`config.mk`:
```
export PLATFORM = sky130hd
export DESIGN_NAME = sdiv_seq
export DESIGN_NICKNAME = d
export VERILOG_FILES = /design/src/rtl/sdiv_seq_pkg.sv /design/src/rtl/sdiv_seq_addsub.sv /design/src/rtl/sdiv_seq.sv
export SDC_FILE = /design/constraint.sdc
export NUM_CORES = 1
export LEC_CHECK = 0
export CORE_UTILIZATION = 51
export CTS_CLUSTER_DIAMETER = 120
export DETAILED_ROUTE_END_ITERATION = 10
export PLACE_DENSITY = 0.73
export SLEW_MARGIN = 20
export SYNTH_ARGS = -nofsm -noshare
export SYNTH_HDL_FRONTEND = slang
export SYNTH_SLANG_ARGS = --single-unit
```
`constraint.sdc`:
```
create_clock -name clk_i -period 4.4 [get_ports clk_i]
set_input_delay 0.88 -clock clk_i [delete_from_list [all_inputs] [get_ports clk_i]]
set_output_delay 0.88 -clock clk_i [all_outputs]
set_load 0.005 [all_outputs]
```
`src/rtl/sdiv_seq_pkg.sv`:
```
// Shared definitions for the sequential signed divider: state encodings,
// the default operand width and the two's-complement sign-application helper.
package sdiv_seq_pkg;

  localparam int DefaultN = 4;

  // Widest vector the sign helper ever sees: (N+2) bits at the maximum N of 16.
  localparam int MaxW = 18;

  typedef enum logic [1:0] {
    IDLE = 2'd0,
    LOAD = 2'd1,
    CALC = 2'd2,
    FIX  = 2'd3
  } state_e;

  // Conditionally negate a value. Callers extend into MaxW bits and truncate
  // the result back to their own width. Negation is exact modulo 2^width.
  function automatic logic [MaxW-1:0] applySign(input logic neg, input logic [MaxW-1:0] v);
    return neg ? (~v + MaxW'(1)) : v;
  endfunction

endpackage

```
`src/rtl/sdiv_seq_addsub.sv`:
```
// Ripple-carry add/subtract built from single-bit full-adder cells.
// sub_i=1 computes x - y by inverting y and injecting a carry of one.

module FullAdder (
  input  logic a_i,
  input  logic b_i,
  input  logic cin_i,
  output logic sum_o,
  output logic cout_o
);

  // Single-bit sum and carry.
  always_comb begin
    sum_o  = a_i ^ b_i ^ cin_i;
    cout_o = (a_i & b_i) | (a_i & cin_i) | (b_i & cin_i);
  end

endmodule

module addsub_nbit #(
  parameter int W = 6
) (
  input  logic [W-1:0] x_i,
  input  logic [W-1:0] y_i,
  input  logic         sub_i,
  output logic [W-1:0] sum_o
);

  logic [W-1:0] yEff;
  logic [W-1:0] carry;

  // Invert the second operand and seed the carry chain for subtraction.
  always_comb begin
    yEff = y_i ^ {W{sub_i}};
  end

  assign carry[0] = sub_i;

  for (genvar i = 0; i < W; i++) begin : gBit
    if (i < W - 1) begin : gCell
      FullAdder uFa (
        .a_i   (x_i[i]),
        .b_i   (yEff[i]),
        .cin_i (carry[i]),
        .sum_o (sum_o[i]),
        .cout_o(carry[i+1])
      );
    end else begin : gTop
      // The carry out of the top bit would be discarded, so only its sum is formed.
      assign sum_o[i] = x_i[i] ^ yEff[i] ^ carry[i];
    end
  end

endmodule

```
`src/rtl/sdiv_seq.sv`:
```
// Sequential signed divider, radix-2 non-restoring, truncating toward zero.
// One quotient bit per clock; fixed latency of N+2 cycles from the accepting edge.
module sdiv_seq
  import sdiv_seq_pkg::*;
#(
  parameter int N = DefaultN
) (
  input  logic         clk_i,
  input  logic         rst_i,
  input  logic         start_i,
  input  logic [N-1:0] a_i,
  input  logic [N-1:0] b_i,
  output logic [N-1:0] q_o,
  output logic [N-1:0] r_o,
  output logic         busy_o,
  output logic         done_o,
  output logic         dbz_o,
  output logic         ovf_o
);

  localparam int W1 = N + 1;
  localparam int PW = N + 2;
  localparam int CW = $clog2(N);
  localparam logic [N-1:0] MinNeg = {1'b1, {(N-1){1'b0}}};

  state_e state_q, state_d;
  logic [CW-1:0] cnt_q, cnt_d;
  logic [N-1:0]  aOp_q, aOp_d;
  logic [N-1:0]  bOp_q, bOp_d;
  logic [W1-1:0] magB_q, magB_d;
  logic [PW-1:0] p_q, p_d;
  logic [N-1:0]  quo_q, quo_d;
  logic          sq_q, sq_d;
  logic          sr_q, sr_d;
  logic          isDbz_q, isDbz_d;
  logic          isOvf_q, isOvf_d;
  logic [N-1:0]  q_q, q_d;
  logic [N-1:0]  r_q, r_d;
  logic          dbz_q, dbz_d;
  logic          ovf_q, ovf_d;

  logic [PW-1:0] addX;
  logic [PW-1:0] addY;
  logic          addSub;
  logic [PW-1:0] addSum;
  logic [PW-1:0] pFinal;
  logic [N-1:0]  qFix;
  logic [N-1:0]  rFix;

  // Shared adder: iteration step in CALC, remainder restore in FIX.
  always_comb begin
    addY = {1'b0, magB_q};
    if (state_q == FIX) begin
      addX   = p_q;
      addSub = 1'b0;
    end else begin
      addX   = {p_q[N:0], quo_q[N-1]};
      addSub = ~p_q[PW-1];
    end
  end

  addsub_nbit #(
    .W(PW)
  ) uAddSub (
    .x_i  (addX),
    .y_i  (addY),
    .sub_i(addSub),
    .sum_o(addSum)
  );

  // Final correction and sign application; divide-by-zero forces q=-1, r=a.
  always_comb begin
    pFinal = p_q[PW-1] ? addSum : p_q;
    if (isDbz_q) begin
      qFix = '1;
      rFix = aOp_q;
    end else begin
      qFix = N'(applySign(sq_q, MaxW'(quo_q)));
      rFix = N'(applySign(sr_q, MaxW'(pFinal)));
    end
  end

  // Next-state logic for the control FSM and the datapath registers.
  always_comb begin
    state_d = state_q;
    cnt_d   = cnt_q;
    aOp_d   = aOp_q;
    bOp_d   = bOp_q;
    magB_d  = magB_q;
    p_d     = p_q;
    quo_d   = quo_q;
    sq_d    = sq_q;
    sr_d    = sr_q;
    isDbz_d = isDbz_q;
    isOvf_d = isOvf_q;
    q_d     = q_q;
    r_d     = r_q;
    dbz_d   = dbz_q;
    ovf_d   = ovf_q;
    unique case (state_q)
      IDLE: begin
        if (start_i) begin
          aOp_d   = a_i;
          bOp_d   = b_i;
          dbz_d   = 1'b0;
          ovf_d   = 1'b0;
          state_d = LOAD;
        end
      end
      LOAD: begin
        magB_d  = W1'(applySign(bOp_q[N-1], MaxW'({bOp_q[N-1], bOp_q})));
        quo_d   = N'(applySign(aOp_q[N-1], MaxW'({aOp_q[N-1], aOp_q})));
        p_d     = '0;
        sq_d    = aOp_q[N-1] ^ bOp_q[N-1];
        sr_d    = aOp_q[N-1];
        isDbz_d = (bOp_q == '0);
        isOvf_d = (aOp_q == MinNeg) && (bOp_q == '1);
        cnt_d   = CW'(N - 1);
        state_d = CALC;
      end
      CALC: begin
        p_d   = addSum;
        quo_d = {quo_q[N-2:0], ~addSum[PW-1]};
        if (cnt_q == '0) begin
          state_d = FIX;
        end else begin
          cnt_d = cnt_q - CW'(1);
        end
      end
      FIX: begin
        q_d     = qFix;
        r_d     = rFix;
        dbz_d   = isDbz_q;
        ovf_d   = isOvf_q;
        state_d = IDLE;
      end
    endcase
  end

  // State and datapath registers with synchronous reset.
  always_ff @(posedge clk_i) begin
    if (rst_i) begin
      state_q <= IDLE;
      cnt_q   <= '0;
      aOp_q   <= '0;
      bOp_q   <= '0;
      magB_q  <= '0;
      p_q     <= '0;
      quo_q   <= '0;
      sq_q    <= 1'b0;
      sr_q    <= 1'b0;
      isDbz_q <= 1'b0;
      isOvf_q <= 1'b0;
      q_q     <= '0;
      r_q     <= '0;
      dbz_q   <= 1'b0;
      ovf_q   <= 1'b0;
    end else begin
      state_q <= state_d;
      cnt_q   <= cnt_d;
      aOp_q   <= aOp_d;
      bOp_q   <= bOp_d;
      magB_q  <= magB_d;
      p_q     <= p_d;
      quo_q   <= quo_d;
      sq_q    <= sq_d;
      sr_q    <= sr_d;
      isDbz_q <= isDbz_d;
      isOvf_q <= isOvf_d;
      q_q     <= q_d;
      r_q     <= r_d;
      dbz_q   <= dbz_d;
      ovf_q   <= ovf_d;
    end
  end

  // Results appear during the FIX cycle and are held in registers afterwards.
  always_comb begin
    done_o = (state_q == FIX);
    busy_o = (state_q != IDLE);
    q_o    = done_o ? qFix : q_q;
    r_o    = done_o ? rFix : r_q;
    dbz_o  = done_o ? isDbz_q : dbz_q;
    ovf_o  = done_o ? isOvf_q : ovf_q;
  end

endmodule

```
# Word-level counts from Yosys, hierarchy flattened

Cells that the tools add are included.

Register bits after elaboration: 41
Output and inout bits: 12
Word-level logic and storage cells: 107

$add $sub $neg: 5
Equality and inequality tests: 8
Mux-type cells: 23
Bitwise gates (word level): 45
Reduce and logical (&&, ||, !) cells: 11

Operators by type and width:

| operator                                     | count |
|---|---|
| two-way mux 4 bit                            | 8 |
| bitwise AND 1 bit                            | 15 |
| XOR 1 bit                                    | 13 |
| adder 4 x 1 -> 4 bit, second input constant  | 3 |
| NOT 4 bit                                    | 3 |
| case mux 6 bit (2 select lines)              | 1 |
| bitwise OR 1 bit                             | 10 |
| == test 4 bit, second input constant         | 2 |
| case mux 2 bit (4 select lines)              | 1 |
| case mux 4 bit (2 select lines)              | 1 |
| AND reduction 2 bit                          | 4 |
| two-way mux 2 bit                            | 3 |
| two-way mux 6 bit                            | 1 |
| inequality test 2 bit, second input constant | 3 |
| nonzero test 2 bit                           | 3 |
| XOR 5 x 6 -> 6 bit                           | 1 |
| adder 5 x 1 -> 5 bit, second input constant  | 1 |
| two-way mux 5 bit                            | 1 |
| NOT 5 bit                                    | 1 |
| == test 2 bit, second input constant         | 2 |
| logical NOT 2 bit                            | 2 |
| logical NOT 4 bit                            | 1 |
| two-way mux 1 bit                            | 4 |
| case mux 1 bit (2 select lines)              | 2 |
| other kinds (5)                              | 6 |

# Longest topological paths before layout

Gate-level depths: netlist (run 1).

Depth in word-level cells: 21
Depth in mapped cells: 13
Gate-level depth less buffers: 13

# By module

A second synthesis (run 1) with hierarchy kept.

Cell total of the unflattened synthesis: 266
Area total of the unflattened synthesis: 2313.5 um^2

Modules (own cells, without submodules):

| module      | times used | cells each | area each (um^2) | sequential area each (um^2) |
|---|---|---|---|---|
| sdiv_seq    | 1          | 252        | 2124.5           | 820.8 |
| FullAdder   | 5          | 1          | 20.0             | 0.0 |
| addsub_nbit | 1          | 9          | 88.8             | 0.0 |

# Worst setup path before layout (run 1)

Ideal clock, no wire load.

Kind: register to output
Start point: register state_q[0]
End point: output r_o[3]
Arrival time: 3.381 ns
Data required time: 3.520 ns
Slack: 0.139 ns
Cell stages (with the launch flop): 13
Buffers on the path: 2
Cell sequence: dfxtp_1 > ha_1 > clkbuf_1 > buf_2 > nor2_1 > xnor2_1 > fa_1 > fa_1 > fa_1 > and2_0 > a2111o_1 > a31o_1 > nand3_1

Word-level cells in the longest chain between the ends: 19
Elaborated cells between the ends (all ways): 33

RTL lines:

| element                       | line                  | text |
|---|---|---|
| start: declaration            | sdiv_seq.sv:26        | `state_e state_q, state_d;` |
| start signal: assignment      | sdiv_seq.sv:159       | `state_q <= state_d;` |
| == test 2 bit (*)             | sdiv_seq.sv:179       | `done_o = (state_q == FIX);` |
| via done_o                    | sdiv_seq.sv:16        | `output logic done_o,` |
| two-way mux 1 bit             | sdiv_seq.sv:53        | `if (state_q == FIX) begin` |
| XOR 5 x 6 -> 6 bit            | sdiv_seq_addsub.sv:34 | `yEff = y_i ^ {W{sub_i}};` |
| bitwise AND 1 bit             | sdiv_seq_addsub.sv:15 | `cout_o = (a_i & b_i) \| (a_i & cin_i) \| (b_i & cin_i);` |
| bitwise OR 1 bit (2 in a row) | sdiv_seq_addsub.sv:15 |  |
| bitwise AND 1 bit             | sdiv_seq_addsub.sv:15 |  |
| bitwise OR 1 bit (2 in a row) | sdiv_seq_addsub.sv:15 |  |
| bitwise AND 1 bit             | sdiv_seq_addsub.sv:15 |  |
| bitwise OR 1 bit (2 in a row) | sdiv_seq_addsub.sv:15 |  |
| XOR 1 bit                     | sdiv_seq_addsub.sv:14 | `sum_o = a_i ^ b_i ^ cin_i;` |
| two-way mux 4 bit             | sdiv_seq.sv:73        | `pFinal = p_q[PW-1] ? addSum : p_q;` |
| NOT 4 bit                     | sdiv_seq_pkg.sv:20    | `return neg ? (~v + MaxW'(1)) : v;` |
| adder 4 x 1 -> 4 bit          | sdiv_seq_pkg.sv:20    |  |
| two-way mux 4 bit             | sdiv_seq_pkg.sv:20    |  |
| two-way mux 4 bit             | sdiv_seq.sv:74        | `if (isDbz_q) begin` |
| two-way mux 4 bit (*)         | --                    |  |
| end: declaration              | sdiv_seq.sv:14        | `output logic [N-1:0] r_o,` |

Mark *: on every way through the listed nets, which the timed path passes. The rest lies on a longest branch.

# Final worst setup path (run 1)

Start point: register state_q[1]
End point: output r_o[3]

Word-level cells in the longest chain between the ends: 19
Elaborated cells between the ends (all ways): 33

RTL lines:

| element                       | line |
|---|---|
| == test 2 bit (*)             | sdiv_seq.sv:53, sdiv_seq.sv:179 |
| two-way mux 1 bit             | sdiv_seq.sv:53 |
| XOR 5 x 6 -> 6 bit            | sdiv_seq_addsub.sv:34 |
| bitwise AND 1 bit             | sdiv_seq_addsub.sv:15 |
| bitwise OR 1 bit (2 in a row) | sdiv_seq_addsub.sv:15 |
| bitwise AND 1 bit             | sdiv_seq_addsub.sv:15 |
| bitwise OR 1 bit (2 in a row) | sdiv_seq_addsub.sv:15 |
| bitwise AND 1 bit             | sdiv_seq_addsub.sv:15 |
| bitwise OR 1 bit (2 in a row) | sdiv_seq_addsub.sv:15 |
| XOR 1 bit                     | sdiv_seq_addsub.sv:14 |
| two-way mux 4 bit             | sdiv_seq.sv:73 |
| NOT 4 bit                     | sdiv_seq_pkg.sv:20 |
| adder 4 x 1 -> 4 bit          | sdiv_seq_pkg.sv:20 |
| two-way mux 4 bit             | sdiv_seq_pkg.sv:20 |
| two-way mux 4 bit             | sdiv_seq.sv:74 |
| two-way mux 4 bit (*)         | -- |

Mark *: on every way between the ends. The rest lies on a longest branch, timed or not.

==> qor.yml, run 1 <==
outcome: "finished clean"
endpoint_kind: "primary output"
place_hpwl_um: 3460
clk_pin_slew_ps: 80
synthCells: 276
max_freq_ghz: 0.235
synth.avg_cell_area_sq_um: 8.28
vias: 1944
hold_slack_ps: 487
die_x_um: 68.9
drv_cap: 0
antenna-diode-count: 0
synth_area_sq_um: 2280
cts.htree.levels: 2
cts.sinks: 41
mostFrequentLayoutCells: "dfxtp_1, nor2_1, a21oi_1, nand2_1, clkdlybuf4s50_1"
drc_errors: 0
die_area_sq_um: 4750
ys.warnings.count: 0
grt_pass1_vias: 1757
gp_congestion: 0.830
power_density_nw_per_um2: 596
dp.cells: 339
synth_area_leader_cell: "dfxtp_1"
ioPinCount: 23
cts_buffers: 5
gr-total-overflow: 0
worstHoldPathType: "reg -> reg"
antenna_found_initial: 0
ir_drop_mv: 0.291
maxSlewViolCount: 0
cp_max_fo: 8
relSlewSlack_pct: 65.7
synth_flop_cell: "dfxtp_1"
ys_async_sr_fraction_pct: 0
p_leak_uw: 0.00102
synth-edff-count: 0
hold_viol: 0
drt-pass1-iter-count: 4
finalCritPeriodShare_pct: 96.9
ys_types: 53
final_layout_size_suffix_gt1_share_pct: 9.40
core_area_sq_um: 4140
worstSkewPairLatency_ps: 300
criticalPathCategory: "reg -> out"
ys_seq_area_share_pct: 35.9
cts-root-buf: "clkbuf_8"
postSynthNetCount: 301
cts.path.max_buffers: 2
ctsHoldBuffers: 0
portBuffers: 22
area_growth_pct: 18.3
die_h_um: 68.9
ys_ff_latch: 41
synth_area_leaders: "dfxtp_1, a21oi_1, ha_1"
skew_ps: 7.66
grt_max_degree: 42
rows: 23
final_cells: 348
grt_first_pass_wirelength_um: 8120
initial_core_util_pct: 55.1
worst-endpoint-arrival_ps: 3380
tightest_slew_ps: 515
ant_nets: 0
hp-start: "r_q[2]"
setup_viol: 0
yosysTopAreaCellShare_pct: 35.9
grt.total_usage_pct: 23.8
drt_iter0_drc: 126
finalCriticalPeriod_ps: 4260
layout_commonest_cell: "dfxtp_1"
r2r_start: "state_q[1]"
final.setup.tns_ps: 0
critPathLaunchType: "flip-flop"
fin_nets: 323
wirelength_um: 4920
routed_via_density: 5.59
wl_per_cell_um: 14.1
cp-startpoint: "state_q[1]"
cp.required_ps: 3520
cts_tree: "built"
worst max-delay path, cell delays in order (launching register included):
cell and delay, ps:
dfxtp_4 360, ha_4 190, nor2b_2 150, a21oi_2 50
nand2_1 70, o21ai_1 80, fa_2 350, fa_2 340
fa_1 450, and2_4 180, o2111a_1 270, a31oi_2 230
nand3_1 100, dlygate4sd2_1 260
final timing paths:
kind / endpoint / cells past startpoint / slack, ps
worst min-delay path: r_q[2] / 2 / 490
worst min register to register: r_q[2] / 2 / 490
worst max register to register: quo_q[0] / 13 / 1130
worst max-delay path: r_o[3] / 13 / 140
sequential cells by signal, summed over array words and instances, names as in the netlist, 4 cells and up:
register  flops
p_q           6
magB_q        5
r_q           4
q_q           4
aOp_q         4
quo_q         4
bOp_q         4
repair_timing:
item | 4_1_cts | 5_1_grt
pin swaps | 1 | 3
buffers inserted | 1 | 1
resized for setup | 12 | 5
setup endpoints to repair | 2 | 3
cloned | 0 | 0
metal layers:
| metal | global-route usage, % | vias up | wire length (um) |
|---|---|---|---|
| li1 | - | 995 | - |
| met4 | 8.42 | 0 | 70 |
| met2 | 40.3 | 47 | 2360 |
| met3 | 6.09 | 9 | 281 |
| met1 | 29.0 | 893 | 2210 |
| met5 | 0 | - | 0 |
area by class of cell:
| cell class | count | area [sq um] |
|---|---|---|
| fill | 392 | 1440 |
| multi-input combinational | 204 | 1390 |
| sequential | 41 | 826 |
| timing repair buffer | 30 | 282 |
| clock buffer | 7 | 86.3 |
| tap | 50 | 62.6 |
| inverter | 16 | 60.1 |
cell families (layout without fill, tap and decap cells):
group	count (synthesis)	after routing	synth area share, %
AO/OA/AOI/OAI	62	62	18.0
XOR/XNOR	11	11	4.22
adder cells (fa/ha/maj)	14	14	8.98
buffers and inverters	31	53	5.26
flip-flops	41	41	35.9
multiplexers	12	12	5.37
AND/OR/NAND/NOR	105	105	22.2
through the flow:
| stage | power [uW] | setup WS [ps] | area [sq um] | utilization, % |
|---|---|---|---|---|
| 2_1_floorplan | 1100 | 139 | 2280 | - |
| 3_3_place_gp | 1310 | 83.7 | 2550 | 61.6 |
| 3_5_place_dp | 1320 | 8.31 | 2550 | 61.6 |
| 4_1_cts | 1590 | 9.16 | 2680 | 64.6 |
| 5_1_grt | 1750 | -10.7 | 2700 | 65.2 |
| 6_report | 1610 | 136 | 2700 | 65.2 |
synthesized netlist by cell type (all sizes together) (2+ instances only):
cell type and n:
mux2i 10, and2 2, or2 3, nor4 2, a211oi 6, nand2b 11
nand3 14, o211ai 2, a31oi 3, nor2b 6, nand4 2, and3 2
buf 4, a21oi 25, inv 15, dfxtp 41, ha 10, a32oi 2
mux2 2, nor3b 2, nand2 22, o22a 3, o311ai 3, clkbuf 11
o21ai 7, nor2 33, xnor2 10, nor3 2, fa 4
power breakdown:
group / switching (uW) / internal [uW]
Clock: 128 / 125
Combinational: 450 / 377
Sequential: 82.5 / 450
Total: 660 / 951
(Power assumes the default switching activity.)
==> run 2: changes to the inputs <==
--- a/config.mk
+++ b/config.mk
@@ -8,6 +8,7 @@
 export CORE_UTILIZATION = 51
 export CTS_CLUSTER_DIAMETER = 120
 export DETAILED_ROUTE_END_ITERATION = 10
+export GPL_ROUTABILITY_DRIVEN = 0
 export PLACE_DENSITY = 0.73
 export SLEW_MARGIN = 20
 export SYNTH_ARGS = -nofsm -noshare
==> results of run 2 <==
Same layout as run 1: the final DEF is identical, and so are final timing and power.
==> run 3: changes to the inputs <==
--- a/config.mk
+++ b/config.mk
@@ -9,7 +9,9 @@
 export CTS_CLUSTER_DIAMETER = 120
 export DETAILED_ROUTE_END_ITERATION = 10
 export GPL_ROUTABILITY_DRIVEN = 0
+export MAX_ROUTING_LAYER = met4
 export PLACE_DENSITY = 0.73
+export SETUP_SLACK_MARGIN = 0.02
 export SLEW_MARGIN = 20
 export SYNTH_ARGS = -nofsm -noshare
 export SYNTH_HDL_FRONTEND = slang
==> qor.yml, run 3 (synthesized netlist as in run 1, its figures left out) <==
outcome: "finished clean"
wirelength_um: 4940
cts.sinks: 41
cts_buffers: 5
initial_core_util_pct: 55.1
worst-endpoint-arrival_ps: 3350
criticalPathCategory: "reg -> out"
post-route-util_pct: 65.5
cp_cell_sequence: "ha_4 > nor2b_4 > a21oi_2 > nand2_1 > o21ai_1 > fa_2 > fa_2 > fa_1 > and2_4 > o2111a_1 > a31oi_2 > nand3_1 > dlygate4sd2_1"
skew_ps: 7.51
mostFrequentLayoutCells: "dfxtp_1, nor2_1, a21oi_1, nand2_1, clkdlybuf4s50_1"
cts.htree.levels: 2
reg2regPathDepth: 13
regMostFlops: "p_q"
relSlewSlack_pct: 65.8
grt_first_pass_wirelength_um: 8180
cts-root-buf: "clkbuf_8"
slowest_stage: "fa_1"
reg_top3: "p_q: 6 flops, magB_q: 5 flops"
r2r_start: "state_q[1]"
largest_reg_flops: 6
antenna_found_initial: 0
gr-total-overflow: 0
die_x_um: 68.9
final_layout_size_suffix_gt1_share_pct: 9.70
final_cells: 349
whs_endpoint: "ovf_q"
cpMostUsedCell: "fa_2"
clkPwrFrac_pct: 15.6
comb_power_share_pct: 51.4
area_growth_pct: 18.8
ir_drop_mv: 0.290
finalCriticalPeriod_ps: 4230
hp-start: "ovf_q"
cp_max_fo: 8
p_leak_uw: 0.00103
critPathLaunchType: "flip-flop"
path_buf_inv: 1
worstHoldPathType: "reg -> reg"
die_h_um: 68.9
final.setup.tns_ps: 0
cp.required_ps: 3520
wl_per_cell_um: 14.1
endpoint_kind: "primary output"
die_area_sq_um: 4750
finalCritPeriodShare_pct: 96.2
grt.total_usage_pct: 24.7
fin_area_sq_um: 2720
reg2reg_to: "quo_q[0]"
rsz0062_at_grt: "false"
n_fill_cell: 389
r2r_slack_ps: 1150
switching_share_pct: 40.9
vias: 1969
cpPeakStageDelay_ps: 450
grt_max_degree: 42
core_area_sq_um: 4140
worstSkewPairLatency_ps: 300
pwr-share-seq_pct: 33.0
switchingPower_uw: 660
antenna-diode-count: 0
drt-pass1-iter-count: 4
cts.path.max_buffers: 2
ant_nets: 0
rows: 23
cts_tree: "built"
maxSlewViolCount: 0
p_int_uw: 954
setup_viol: 0
portBuffers: 22
power_density_nw_per_um2: 595
cp_top_family: "adder cells"
place_hpwl_um: 3460
grt_pass1_vias: 1774
tightest_slew_ps: 513
max_freq_ghz: 0.236
min_path_cells: 2
placed_area_sq_um: 2550
drc_errors: 0
drt_iter0_drc: 119
drv_cap: 0
hold_viol: 0
cp-startpoint: "state_q[1]"
dp.cells: 339
layout_commonest_cell: "dfxtp_1"
routed_via_density: 5.64
fin_nets: 324
ioPinCount: 23
clk_pin_slew_ps: 70
==> run 3: changes by cell type in the layout (fill, tap and decap cells not counted), sizes merged <==
cell,before,now
buf,8,9
==> run 3: through the flow <==
step           hold slack (ps)  setup slack, ps  power [uW]
3_3_place_gp               463             83.7        1310
5_1_grt                    520             24.7        1760
3_5_place_dp               475             8.31        1320
2_1_floorplan              447              139        1100
6_report                   488              169        1610
4_1_cts                    489             66.4        1600
==> run 3: worst register-to-register path, cell delays in order (launching register included) <==
cell and delay, ps:
dfxtp_4 360, ha_4 200, nor2b_4 130, a21oi_2 50
nand2_1 70, o21ai_1 80, fa_2 360, fa_2 340
fa_1 400, fa_1 440, xor2_1 160, xnor2_1 160
a211o_1 310, a21oi_1 140
==> run 3: area by class of cell <==
class	instances	area, sq um	share of cell area (%)
repair buffers	31	289	10.6
flip-flops and latches	41	826	30.4
inverters	16	60.1	2.21
clock buffers	7	86.3	3.18
well taps	50	62.6	2.30
multi-input cells	204	1390	51.2
==> run 3: how the worst max path moves through the flow <==
stage,cells past startpoint,slack [ps],to
4_1_cts,14,70,r_o[2]
6_report,13,170,r_o[3]
5_1_grt,13,20,r_o[3]
2_1_floorplan,12,140,r_o[3]
3_3_place_gp,11,80,r_o[3]
3_5_place_dp,11,8,r_o[3]
==> run 3: power groups by stage <==
| stage | registers, uW | logic [uW] | clock network (uW) |
|---|---|---|---|
| after floorplan | 502 | 597 | 0 |
| after global placement | 527 | 779 | 0 |
| after detailed placement | 532 | 785 | 0 |
| after CTS | 532 | 807 | 257 |
| after global routing | 544 | 937 | 277 |
| final | 533 | 830 | 252 |
==> run 3: timing repair <==
action | in CTS | in global routing
endpoints found under the setup margin | 2 | 3
resized for setup | 13 | 5
buffers inserted | 1 | 2
hold endpoints to repair | 0 | 0
pin swaps | 1 | 3
hold buffers | 0 | 0
==> run 3: routing by layer <==
layer	global-route usage (%)	wire length, um	vias up
met3	5.92	270	7
li1	-	-	998
met5	-	0	-
met1	29.1	2230	911
met4	7.65	59	0
met2	41.3	2370	53
==> edit 1, RTL diff (config.mk and constraints of run 3) <==
The package constant `DefaultN` goes from 4 to 2.
--- a/src/rtl/sdiv_seq_pkg.sv
+++ b/src/rtl/sdiv_seq_pkg.sv
@@ -2,7 +2,7 @@
 // the default operand width and the two's-complement sign-application helper.
 package sdiv_seq_pkg;
 
-  localparam int DefaultN = 4;
+  localparam int DefaultN = 2;
 
   // Widest vector the sign helper ever sees: (N+2) bits at the maximum N of 16.
   localparam int MaxW = 18;
Interface: changed (resized a_i, b_i, q_o and r_o); port bits go from 23 to 15. No check against the original RTL was run, so the function may have changed too.
==> edit 1 against run 3 <==
  * Sequential share of layout area is 3.4 points higher
  * Routed wire length decreased by 44%
  * Setup slack better by 0.11 ns
  * Synthesized area shrank 41%
  * Cell area is 43% lower
  * Non-clock buffer count decreased by 16
  * Power fell by 42%
  * Sequential cell count fell by 15
==> edit 1: results (changes against run 3) <==
pre-CTS setup slack=0.656 ns (was 0.00831 ns); fraction of area in multi-input gates=48.9% (was 51.2%); share of the yosys chip area belonging to registers=38.7% (was 35.9%); layout cells sized above 1=7.78% (was 9.70%); clock transition at the registers of the reported paths=0.14 ns (was 0.07 ns); length in cells of the worst reg-to-reg path=11 (was 13); Port Buffers=14 (was 22); source of the worst hold timing path=magB_q[2] (was ovf_q); Worst Clk Skew=0.00314 ns (was 0.00751 ns); reg-to-reg slack, setup=1.52 ns (was 1.15 ns); Detailed Route Iter0 Violations=33 (was 119); first-pass GRT wire length=4.43 mm (was 8.18 mm); maximum number of pins on one net before global-route repair=27 (was 42); Worst R2R Start=state_q[0] (was state_q[1]); final-layout clock-cell area share=3.41% (was 3.18%); sequential cell area=520 um2 (was 826 um2); worst-case hold slack=0.500 ns (was 0.488 ns); vias in the first global route=998 (was 1774); post-synthesis cell count=157 (was 276); number of nets in the synthesized netlist=171 (was 301); outcome=completed (unchanged); Hold Path Stages=1 (was 2); leakage power=0.590 nW (was 1.03 nW); Clk Tree Root Cell=sky130_fd_sc_hd__clkbuf_4 (was sky130_fd_sc_hd__clkbuf_8); Filler Cell Count=231 (was 389); wire length after detailed routing=2.79 mm (was 4.94 mm); final-stage net count=182 (was 324); crit path DAT=3.24 ns (was 3.35 ns); multi-input combinational cell count=114 (was 204); Signal buffers=15 (was 31); top fanout value on the critical path=9 (was 8); Area contributors post-synth=sky130_fd_sc_hd__dfxtp_1 (39%), sky130_fd_sc_hd__nor2_1 (7.0%), sky130_fd_sc_hd__a21oi_1 (6.3%) (was sky130_fd_sc_hd__dfxtp_1 (36%), sky130_fd_sc_hd__a21oi_1 (5.5%), sky130_fd_sc_hd__ha_1 (5.5%)); number of synthesized register bits=26 (was 41); post-synthesis cell type count=32 (was 53); htree depth=1 (was 2); Well Taps=30 (was 50); routed via count=1116 (was 1969); clkbuf count=3 (was 7); Top Registers=p_q: 4 flops, magB_q: 3 flops (was p_q: 6 flops, magB_q: 5 flops); Total GRT Usage=22.4% (was 24.7%); half-perimeter wire length after placement=1.96 mm (was 3.46 mm); most instantiated cells after synthesis=sky130_fd_sc_hd__dfxtp_1 (26), sky130_fd_sc_hd__nor2_1 (25), sky130_fd_sc_hd__a21oi_1 (17), sky130_fd_sc_hd__nand2_1 (13) (was sky130_fd_sc_hd__dfxtp_1 (41), sky130_fd_sc_hd__nor2_1 (33), sky130_fd_sc_hd__a21oi_1 (25), sky130_fd_sc_hd__nand2_1 (22)); latest clock arrival within the worst-skew pair=0.33 ns (was 0.30 ns)
edit 1: worst max-delay path, stage by stage (launching register included):
cell and delay (ns):
sky130_fd_sc_hd__dfxtp_1 0.44, sky130_fd_sc_hd__ha_1 0.39, sky130_fd_sc_hd__mux2_4 0.35, sky130_fd_sc_hd__mux2_2 0.28, sky130_fd_sc_hd__fa_1 0.46, sky130_fd_sc_hd__mux2i_1 0.19
sky130_fd_sc_hd__nor4_1 0.06, sky130_fd_sc_hd__nand3b_1 0.18, sky130_fd_sc_hd__nand2_1 0.09, sky130_fd_sc_hd__clkdlybuf4s50_1 0.49
edit 1: kinds of logic (layout without fill, tap and decap cells):
kind of cell / after synthesis / count (layout) / share of synthesized area [%]
adders and majority gates: 7 / 7 / 7.63
xor gates and xnor gates: 6 / 6 / 3.91
muxes: 12 / 12 / 9.67
AOI/OAI and AO/OA: 31 / 31 / 14.7
DFF: 26 / 26 / 38.7
and+or+nand+nor: 58 / 58 / 20.1
buffers and inverters: 17 / 27 / 5.30
edit 1: report_power, final:
part	total [mW]	internal, mW	switching, mW
clock network	0.166	0.0922	0.0733
logic	0.429	0.196	0.234
registers	0.337	0.282	0.0553
total	0.932	0.570	0.362
edit 1: worst max-delay path by stage:
stage / slack [ns] / end / from / cells past startpoint
2_1_floorplan: 1.30 / r_o[1] / state_q[0] / 8
3_3_place_gp: 0.70 / r_o[1] / state_q[0] / 9
3_5_place_dp: 0.66 / r_o[1] / state_q[0] / 9
4_1_cts: 0.26 / r_o[1] / state_q[0] / 9
5_1_grt: 0.09 / r_o[1] / state_q[1] / 9
6_report: 0.28 / r_o[1] / state_q[0] / 9
edit 1: per-layer routing:
metal,up-vias,wire (um),track usage (%)
met5,-,0,-
met4,0,72,12.3
met3,8,128,2.87
met2,31,1350,35.8
met1,527,1240,27.0
li1,550,-,-
==> edit 2, RTL diff (config.mk and constraints of run 3) <==
Without the edit above. Make the reset (`rst_i`) asynchronous in one clocked block. Comments in the files are not updated.
--- a/src/rtl/sdiv_seq.sv
+++ b/src/rtl/sdiv_seq.sv
@@ -138,7 +138,7 @@
   end
 
   // State and datapath registers with synchronous reset.
-  always_ff @(posedge clk_i) begin
+  always_ff @(posedge clk_i or posedge rst_i) begin
     if (rst_i) begin
       state_q <= IDLE;
       cnt_q   <= '0;
Check against the original RTL: differs if rst_i is asserted again (counterexample within 4 cycles, from zero or initial values and one cycle with rst_i high); with rst_i held inactive, the same outputs for 10 cycles.
==> edit 2 against run 3 <==
  * Sequential cell count unchanged
  * Largest cell class unchanged
  * Clock power increased by 18%
  * Setup slack worse by 0.017 ns
  * Cell area up 1.6%
  * Synthesized cell count decreased by 21%
  * Critical path type unchanged
  * Synthesized area increased by 0.93%
  * Critical path depth fell by 2
  * Sequential share of layout area up 6.8 points
  * Routed wire length is 11% lower
  * Largest power group unchanged
  * Power rose by 48%
  * Hold slack lost 0.00087 ns
  * Die area grew 0.90%
==> edit 2: results (changes against run 3) <==
Detailed Route Iter0 Violations=74 (was 119); source of the worst hold timing path=r_q[0] (was ovf_q); htree depth=2 (unchanged); share of the yosys chip area belonging to registers=44.5% (was 35.9%); number of antenna violations at the first check in global routing=0 (unchanged); top fanout value on the critical path=7 (was 8); Worst Clk Skew=0.00964 ns (was 0.00751 ns); reg-to-reg slack, setup=1.04 ns (was 1.15 ns); Hold Path Stages=1 (was 2); Reg2Reg Capture Point=quo_q[0] (unchanged); length in cells of the worst reg-to-reg path=12 (was 13); post-synthesis cell type count=39 (was 53); leakage power=1.21 nW (was 1.03 nW); Total GRT Usage=20.8% (was 24.7%); number of nets in the synthesized netlist=243 (was 301); Slew Limit Headroom=63.4% (was 65.8%); Min-Delay Endpoint=r_q[0] (was ovf_q); Area contributors post-synth=sky130_fd_sc_hd__dfrtp_1 (44%), sky130_fd_sc_hd__mux2_2 (9.3%), sky130_fd_sc_hd__ha_1 (5.4%) (was sky130_fd_sc_hd__dfxtp_1 (36%), sky130_fd_sc_hd__a21oi_1 (5.5%), sky130_fd_sc_hd__ha_1 (5.5%)); maximum count of clock buffers along a single path=2 (unchanged); routed via count=1627 (was 1969); Top FF cell, synth=sky130_fd_sc_hd__dfrtp_1 (was sky130_fd_sc_hd__dfxtp_1); Net Sw Frac=40.3% (was 40.9%); Top Registers=p_q: 6 flops, magB_q: 5 flops (unchanged); first-pass GRT wire length=7.64 mm (was 8.18 mm); number of synthesis warnings=0 (unchanged); async set-reset flop share out of synthesis=100% (was 0%); outcome=completed (unchanged); pre-CTS setup slack=0.158 ns (was 0.00831 ns); half-perimeter wire length after placement=3.11 mm (was 3.46 mm); layout cells sized above 1=18.0% (was 9.70%); area of placed instances=2590 um2 (was 2550 um2); Worst R2R Start=state_q[1] (unchanged); Clk Tree Root Cell=sky130_fd_sc_hd__clkbuf_8 (unchanged); final-stage net count=270 (was 324); highest ir drop seen on vdd=0.402 mV (was 0.290 mV); wire length per cell=14.9 um (was 14.1 um); crit path DAT=3.37 ns (was 3.35 ns); most instantiated cells after synthesis=sky130_fd_sc_hd__dfrtp_1 (41), sky130_fd_sc_hd__inv_1 (22), sky130_fd_sc_hd__mux2_2 (19), sky130_fd_sc_hd__nor2_1 (15), sky130_fd_sc_hd__xnor2_1 (13) (was sky130_fd_sc_hd__dfxtp_1 (41), sky130_fd_sc_hd__nor2_1 (33), sky130_fd_sc_hd__a21oi_1 (25), sky130_fd_sc_hd__nand2_1 (22)); Critical Path Max Stage Delay=0.51 ns (was 0.45 ns)
==> edit 2: cell count changes after synthesis, moves of 7 or more <==
cell / change
sky130_fd_sc_hd__a21oi_1: -14
sky130_fd_sc_hd__dfrtp_1: +41
sky130_fd_sc_hd__dfxtp_1: -41
sky130_fd_sc_hd__inv_1: +8
sky130_fd_sc_hd__mux2_2: +19
sky130_fd_sc_hd__nand2_1: -11
sky130_fd_sc_hd__nand3_1: -12
sky130_fd_sc_hd__nor2_1: -18
sky130_fd_sc_hd__o21ai_0: +7
==> edit 2: timing repair <==
item                                    in CTS  in global routing
endpoints found under the setup margin       3                  3
pin swaps                                    0                  5
gates cloned                                 0                  0
setup buffers                                2                  1
gates resized for setup                      5                  5
==> edit 2: final cells by class <==
| class | count | area (um2) |
|---|---|---|
| timing repair buffer | 31 | 293 |
| tap | 52 | 65.1 |
| multi-input combinational | 144 | 1190 |
| inverter | 22 | 82.6 |
| clock inverter | 2 | 35.0 |
| sequential | 41 | 1030 |
| fill | 361 | 1600 |
| clock buffer | 5 | 68.8 |
==> edit 2: cells by family after synthesis <==
family,Yosys count,share of synthesized area [%]
and+or+nand+nor,44,9.06
muxes,28,13.4
xor gates and xnor gates,14,5.32
DFF,41,44.5
buffers and inverters,33,5.75
adders and majority gates,14,8.90
AOI/OAI and AO/OA,44,13.1
==> edit 2: worst max-delay path by stage <==
stage	endpoint	cells after the start	start	slack, ns
floorplan	r_o[3]	11	state_q[1]	0.58
global placement	r_o[3]	12	state_q[0]	0.25
detailed placement	r_o[3]	12	state_q[0]	0.16
CTS	r_o[3]	12	state_q[0]	0.03
global route	r_o[2]	11	state_q[0]	0.03
finish	r_o[2]	11	state_q[1]	0.15
==> edit 2: per-layer routing <==
metal  part of all wire (%)  track usage [%]
met5                      0                -
met4                    1.5             7.26
met3                    3.9             4.22
met2                     47             31.7
met1                     48             27.9
==> edit 2: stage by stage <==
stage,hold slack [ns],std cells
3_3_place_gp,0.464,287
2_1_floorplan,0.462,218
5_1_grt,0.518,297
4_1_cts,0.489,296
6_report,0.487,297
3_5_place_dp,0.471,287
==> edit 2: power by group through the flow <==
stage | combinational, mW | sequential (mW) | clock, mW
finish | 1.36 | 0.721 | 0.298
detailed placement | 1.30 | 0.722 | 0
global placement | 1.27 | 0.717 | 0
global route | 1.52 | 0.747 | 0.314
CTS | 1.34 | 0.716 | 0.301
floorplan | 0.994 | 0.646 | 0
